==> src/rtl/water_led_flow.sv <==
// Running-light controller: prescaled step strobe drives a rotating / ping-pong / blinking LED pattern.
// Define WATER_LED_PINGPONG_EN to build the ping-pong direction logic; otherwise mode 10 rotates left.
module water_led_flow #(
  parameter int               LED_NUM        = 4,
  parameter int               CNT_W          = 25,
  parameter logic [CNT_W-1:0] CNT_MAX        = 25'd24_999_999,
  parameter bit               LED_ACTIVE_LOW = 1'b1
) (
  input  logic               sys_clk,
  input  logic               sys_rst_n,
  input  logic [1:0]         mode,
  input  logic               pause,
  output logic [LED_NUM-1:0] led_out,
  output logic               step_pulse
);

  typedef enum logic [1:0] {
    MODE_ROL   = 2'b00,
    MODE_ROR   = 2'b01,
    MODE_PING  = 2'b10,
    MODE_BLINK = 2'b11
  } mode_e;

  localparam logic [LED_NUM-1:0] ONE_HOT0 = LED_NUM'(1);
  localparam logic [LED_NUM-1:0] ALL_ONES = '1;

  function automatic logic [LED_NUM-1:0] drive(input logic [LED_NUM-1:0] p);
    return LED_ACTIVE_LOW ? ~p : p;
  endfunction

  logic [CNT_W-1:0]   cnt;
  logic [LED_NUM-1:0] pat;
  logic [LED_NUM-1:0] pat_nxt;
  logic [LED_NUM-1:0] pat_rol;
  logic [LED_NUM-1:0] pat_ror;
  logic               pat_onehot;
  logic               step;

`ifdef WATER_LED_PINGPONG_EN
  typedef enum logic {DIR_UP = 1'b0, DIR_DOWN = 1'b1} dir_e;
  dir_e dir, dir_nxt;
`endif

  assign step       = (cnt == CNT_MAX) && !pause;
  assign pat_rol    = {pat[LED_NUM-2:0], pat[LED_NUM-1]};
  assign pat_ror    = {pat[0], pat[LED_NUM-1:1]};
  assign pat_onehot = (pat != '0) && ((pat & (pat - ONE_HOT0)) == '0);

  // Prescaler: pause freezes the count where it is.
  always_ff @(posedge sys_clk or negedge sys_rst_n) begin
    if (!sys_rst_n) begin
      cnt <= '0;
    end else if (!pause) begin
      cnt <= (cnt == CNT_MAX) ? '0 : cnt + CNT_W'(1);
    end
  end

  always_comb begin
    pat_nxt = pat;
`ifdef WATER_LED_PINGPONG_EN
    dir_nxt = dir;
`endif
    if (step) begin
      // Leaving blink with a non-one-hot pattern restarts the walk from bit0.
      if (mode_e'(mode) != MODE_BLINK && !pat_onehot) begin
        pat_nxt = ONE_HOT0;
`ifdef WATER_LED_PINGPONG_EN
        dir_nxt = DIR_UP;
`endif
      end else begin
        case (mode_e'(mode))
          MODE_ROL: pat_nxt = pat_rol;
          MODE_ROR: pat_nxt = pat_ror;
          MODE_PING: begin
`ifdef WATER_LED_PINGPONG_EN
            // Bounce off the ends without dwelling: an end bit reverses immediately.
            if (dir == DIR_UP) begin
              if (pat[LED_NUM-1]) begin
                pat_nxt = pat >> 1;
                dir_nxt = DIR_DOWN;
              end else begin
                pat_nxt = pat << 1;
                if (pat[LED_NUM-2]) dir_nxt = DIR_DOWN;
              end
            end else begin
              if (pat[0]) begin
                pat_nxt = pat << 1;
                dir_nxt = DIR_UP;
              end else begin
                pat_nxt = pat >> 1;
                if (pat[1]) dir_nxt = DIR_UP;
              end
            end
`else
            pat_nxt = pat_rol;
`endif
          end
          default: pat_nxt = (pat == ALL_ONES) ? '0 : ALL_ONES;
        endcase
      end
    end
  end

  // led_out is registered from pat_nxt so it shows the new pattern on the same edge as pat.
  always_ff @(posedge sys_clk or negedge sys_rst_n) begin
    if (!sys_rst_n) begin
      pat        <= ONE_HOT0;
      led_out    <= drive(ONE_HOT0);
      step_pulse <= 1'b0;
    end else begin
      pat        <= pat_nxt;
      led_out    <= drive(pat_nxt);
      step_pulse <= step;
    end
  end

`ifdef WATER_LED_PINGPONG_EN
  always_ff @(posedge sys_clk or negedge sys_rst_n) begin
    if (!sys_rst_n) dir <= DIR_UP;
    else            dir <= dir_nxt;
  end
`endif

endmodule

==> config.mk <==
export PLATFORM = sky130hd
export DESIGN_NAME = water_led_flow
export DESIGN_NICKNAME = d
export VERILOG_FILES = /design/src/rtl/water_led_flow.sv
export SDC_FILE = /design/constraint.sdc
export NUM_CORES = 1
export LEC_CHECK = 0
export ABC_AREA = 0
export BUFFER_PORTS_ARGS = -buffer_cell sky130_fd_sc_hd__buf_2
export CORE_UTILIZATION = 60
export DETAILED_ROUTE_END_ITERATION = 12
export PLACE_DENSITY = 0.79
export SYNTH_ARGS = -nofsm -noshare
export SYNTH_HDL_FRONTEND = slang
export SYNTH_SLANG_ARGS = --single-unit
==> constraint.sdc <==
create_clock -name sys_clk -period 2.17 [get_ports sys_clk]
set_clock_uncertainty 0.05 [all_clocks]
set_input_delay 0.434 -clock sys_clk [delete_from_list [all_inputs] [get_ports sys_clk]]
set_output_delay 0.434 -clock sys_clk [all_outputs]
set_load 0.01 [all_outputs]
==> Word level (Yosys, flattened, before mapping) <==
Index checks and enable logic that the tools add are counted.
W data, S select, Z words.
{ "totals": {"regBits": 34, "in_bits": 5, "out_inout_bits": 5, "wordCells": 27} }
{ "op_classes": {"n_addsub": 2, "eq_ne": 5, "mux": 5, "n_bitwise": 2, "n_reduce_logical": 9} }
{ "ops": {"columns": ["operator", "count"], "rows": [
  ["$add A25 B1 Y25 const B", 1],
  ["$eq A25 B25 Y1 const B", 1],
  ["$mux W25", 1],
  ["$mux W4", 3],
  ["$pmux W4 S2", 1],
  ["$and A4 B4 Y4", 1],
  ["$eq A4 B4 Y1 const B", 1],
  ["$logic_not A4 Y1", 1],
  ["$not A4 Y4", 1],
  ["$reduce_bool A4 Y1", 1],
  ["$sub A4 B1 Y4 const B", 1],
  ["$logic_and A1 B1 Y1", 3],
  ["$eq A2 B1 Y1 const B", 1],
  ["$eq A2 B2 Y1 const B", 1],
  ["$logic_not A1 Y1", 2],
  ["$logic_not A2 Y1", 1],
  ["$ne A2 B2 Y1 const B", 1],
  ["$reduce_or A2 Y1", 1]
]} }

==> Logic depth before layout (Yosys ltp) <==
{ "depth": {"ltp_word": 9, "depth_mapped": 6, "mapped_depth_nobuf": 5} }

==> Worst setup path before layout <==
OpenSTA, ideal clock, no wires.
{ "synth_timing": {"path_kind": "input -> register", "from": "in pause", "to": "reg cnt[19]", "setup_time_ps": 120, "arrival_time_ps": 1671, "required_ps": 2000, "setup_slack_ps": 329, "stages": 5, "path_buffers": 1, "cell_sequence": "clkbuf_1 -> nand3b_1 -> nor4_1 -> a221oi_1 -> a31o_2"} }
{ "synth_lines": {"columns": ["item", "line", "text"], "rows": [
  ["start: declaration", "12", "input logic pause,"],
  ["end signal: assignment", "54", "cnt <= (cnt == CNT_MAX) ? '0 : cnt + CNT_W'(1);"],
  ["end: declaration", "31", "logic [CNT_W-1:0] cnt;"]
]} }

==> Worst setup path in the final report <==
{ "layout_timing": {"from": "reg cnt[12]", "to": "reg cnt[20]"} }
{ "layout_between": {"elab_chain_len": 2, "word_cells_on_any_way": 3, "classes_between": "1 x add/sub; 1 x eq/ne; 1 x mux"} }
{ "layout_lines": {"columns": ["item", "line"], "rows": [
  ["$add A25 B1 Y25 / $eq A25 B25 Y1 (equally long branches)", "54"],
  ["$mux W25 *", "54"]
]} }
Every way passes the cells marked *; elsewhere a longest branch is shown, timed or not.
A chain may end at the register's enable or synchronous reset.

==> summary.md <==
| Metric | Value |
|---|---|
| Final HPWL DP | 2.63 mm |
| Crit Path Max Fanout | 7 |
| Slowest-stage cell, CP | or4_4 |
| Synthesized area | 1830 sq um |
| # setup viols final | 0 |
| Rel. slew slack | 51.2% |
| I/O Buffers | 9 |
| Synth Area in Adders | 0.684% |
| Vias | 1451 |
| Synthesized flop and latch total | 34 |
| Syn Inst Count | 185 |
| Die W | 57.2 microns |
| GPL Wtd Cong | 0.827 |
| Area grow syn2layout | 7.80% |
| Yosys warning total | 0 |
| Synthesized area per cell | 9.89 sq um |
| Critical Path End Type | register |
| Setup TNS | 0 ps |
| CTS tree | done |
| Clock transition at path regs | 100 ps |
| Pwr Total | 0.00138 W |
| Kind of critical path | register to register |
| Final WL | 3.69 mm |
| Synth Flop Type | dfrtp_1 |
| Starting Density | 64.7% |
| Cell Rows | 19 |
| Post-DR wirelength/cell | 16.1 microns |
| Simple-gate share of the synthesized area | 26.9% |
| Peak supply drop | 0.522 mV |
| Initial DRC count | 82 |
| RSZ-0062 raised after global routing | false |
| Post-synth cell types | 41 |
| Largest family of logic cells by synthesized area | simple AND/OR/NAND/NOR gates |
| Hold_buf cts | 0 |
| Final period utilization | 90.9% |
| Sequential area share after synthesis | 46.8% |
| Total die area | 3270 sq um |
| Max stage delay on crit path | 620 ps |
| Antenna violations before repair | 0 |
| Failing checks | DRC |
| Async set or reset register ratio after synthesis | 100% |
| Critical-path cell list | nand4_2, or4_4, or4_1, a21oi_1 |
| CP Data Required Time | 2400 ps |
| DRT antenna net count | 0 |
| Fin. Hold Viols | 0 |
| Total GRT Usage | 25.9% |
| CTS Sinks | 34 |
| Max Slew Vio Count | 0 |
| P_leak | 0.824 nW |
| Worst Path Arrival | 2200 ps |
| CTS buffer count | 5 |
| Vias in the first global route | 1339 |
| Fraction of layout cells with a size suffix above 1 | 21.2% |
| CTS H-tree depth | 2 |
| Synth Area in XOR/XNOR | 8.62% |
| Number of flops mapped to enable cells by yosys | 0 |
| Vias per Instance | 6.34 |
| CTS root buffer | clkbuf_4 |
| Largest net degree at the start of global routing | 35 |
| Clock buffer depth | 2 |
| PD cells | 700 nW/um^2 |
| Status | finished, violations left |
| Max Fclk | 507 MHz |
| Core area | 2830 sq um |
| MaxCap Viol Count | 0 |
| Post-CTS sizing | 0 |
| Hold/Removal Path Class | input pin to asynchronous set/reset pin |
| Critical Path Start Type | register |
| First-pass GRT wire length | 6.25 mm |
| # IOs | 10 |
| Post-synthesis mux area share | 1.71% |
| Post-CTS Setup Bufs | 0 |
| Die boundary height | 57.2 microns |
| Syn_nets | 191 |
| Drt drc | 2 |
| Gr ovfl total | 0 |
| Clk Latency, worst-skew pair | 350 ps |
| Ant. Diodes | 0 |
| Complex-gate fraction of the synthesized area | 11.9% |
| Drt first pass iters | 8 |
| Min cycle time layout | 1970 ps |
| Least-Margin Pin Slew | 732 ps |
| Nets | 203 |
## final timing paths
kind,from,end,slack (ps),depth (start not counted)
min reg2reg,cnt[23],cnt[23],480,1
max,cnt[12],cnt[20],200,4
min in group sys_clk,pause,cnt[1],380,3
max in group asynchronous,sys_rst_n,led_out[0],1510,1
min,sys_rst_n,step_pulse,80,1
max reg2reg,cnt[12],cnt[20],200,4
## power breakdown
group	leakage, nW	switching, W	internal [W]
Combinational	0.373	0.000118	0.0000989
Sequential	0.416	0.0000987	0.000697
Clock	0.0353	0.000212	0.000157
## worst max-delay path: cells and delay by family (launching register included)
family / cells / cell delay (ps)
simple gates: 3 / 1230
compound gates: 1 / 150
flops: 1 / 470
## synth_stat cells, types with 4 or more instances
master / count / area share, %
nand3_1: 6 / 1.6
a21oi_1: 11 / 3.0
nor3_1: 5 / 1.4
nand2_1: 13 / 2.7
clkbuf_1: 7 / 1.4
inv_1: 8 / 1.6
o21ai_0: 4 / 1.1
a31oi_1: 4 / 1.4
dfrtp_1: 30 / 41
nor2_1: 15 / 3.1
nand4_1: 6 / 2.1
dfstp_2: 4 / 5.7
xor2_1: 4 / 1.9
nor4_1: 7 / 2.4
a31o_2: 6 / 2.9
xnor2_1: 14 / 6.7
## stage by stage
| stage | util (%) | area [sq um] | hold WS, ps | worst slack, ps | instances |
|---|---|---|---|---|---|
| global placement | 67.6 | 1910 | 440 | 291 | 221 |
| finish | 69.7 | 1970 | 77.4 | 198 | 229 |
| floorplan | - | 1830 | 88.4 | 329 | 185 |
| global route | 69.7 | 1970 | 142 | 115 | 229 |
| CTS | 69.7 | 1970 | 96.6 | 233 | 229 |
| detailed placement | 67.6 | 1910 | 462 | 262 | 221 |
## cell type report
type                       count  area (sq um)
clock buffer                   7          55.1
tap                           31          38.8
multi-input combinational    135           912
fill                         210           857
inverter                       8          30.0
sequential                    34           856
clock inverter                 1          5.00
timing repair buffer          13          75.1
## cells by family (layout without fill, tap and decap cells)
logic type	count (synthesis)	after routing
buffers and inverters	16	29
and+or+nand+nor	80	80
DFF	34	34
AOI/OAI and AO/OA	33	33
adders and majority gates	1	1
xor gates and xnor gates	18	18
muxes	3	3
## routing by layer
layer  GRT usage [%]  wire length [microns]  share of wire (%)
met4            12.2                     67                1.8
met5               0                      0                  0
met3            6.58                    292                7.9
met1            37.4                   1760                 48
met2            36.6                   1570                 43
## cells in the final DEF (no fill, tap or decap), types with 3 or more instances in the layout
cell type	Yosys	layout
dfstp_2	4	4
or4_1	3	3
dfrtp_1	30	30
inv_1	8	8
o21ai_0	4	4
and4_1	3	3
nor2_1	15	15
nor4_1	7	7
clkbuf_4	0	5
nor3_1	5	5
or3b_2	3	3
a31oi_1	4	4
nand3_1	6	6
xor2_1	4	4
a21oi_1	11	11
xnor2_1	14	14
nand4_1	6	6
nand3b_1	3	3
a31o_2	6	6
nand2_1	13	13
buf_2	1	9
buf_4	0	4
(Power assumes the default switching activity.)
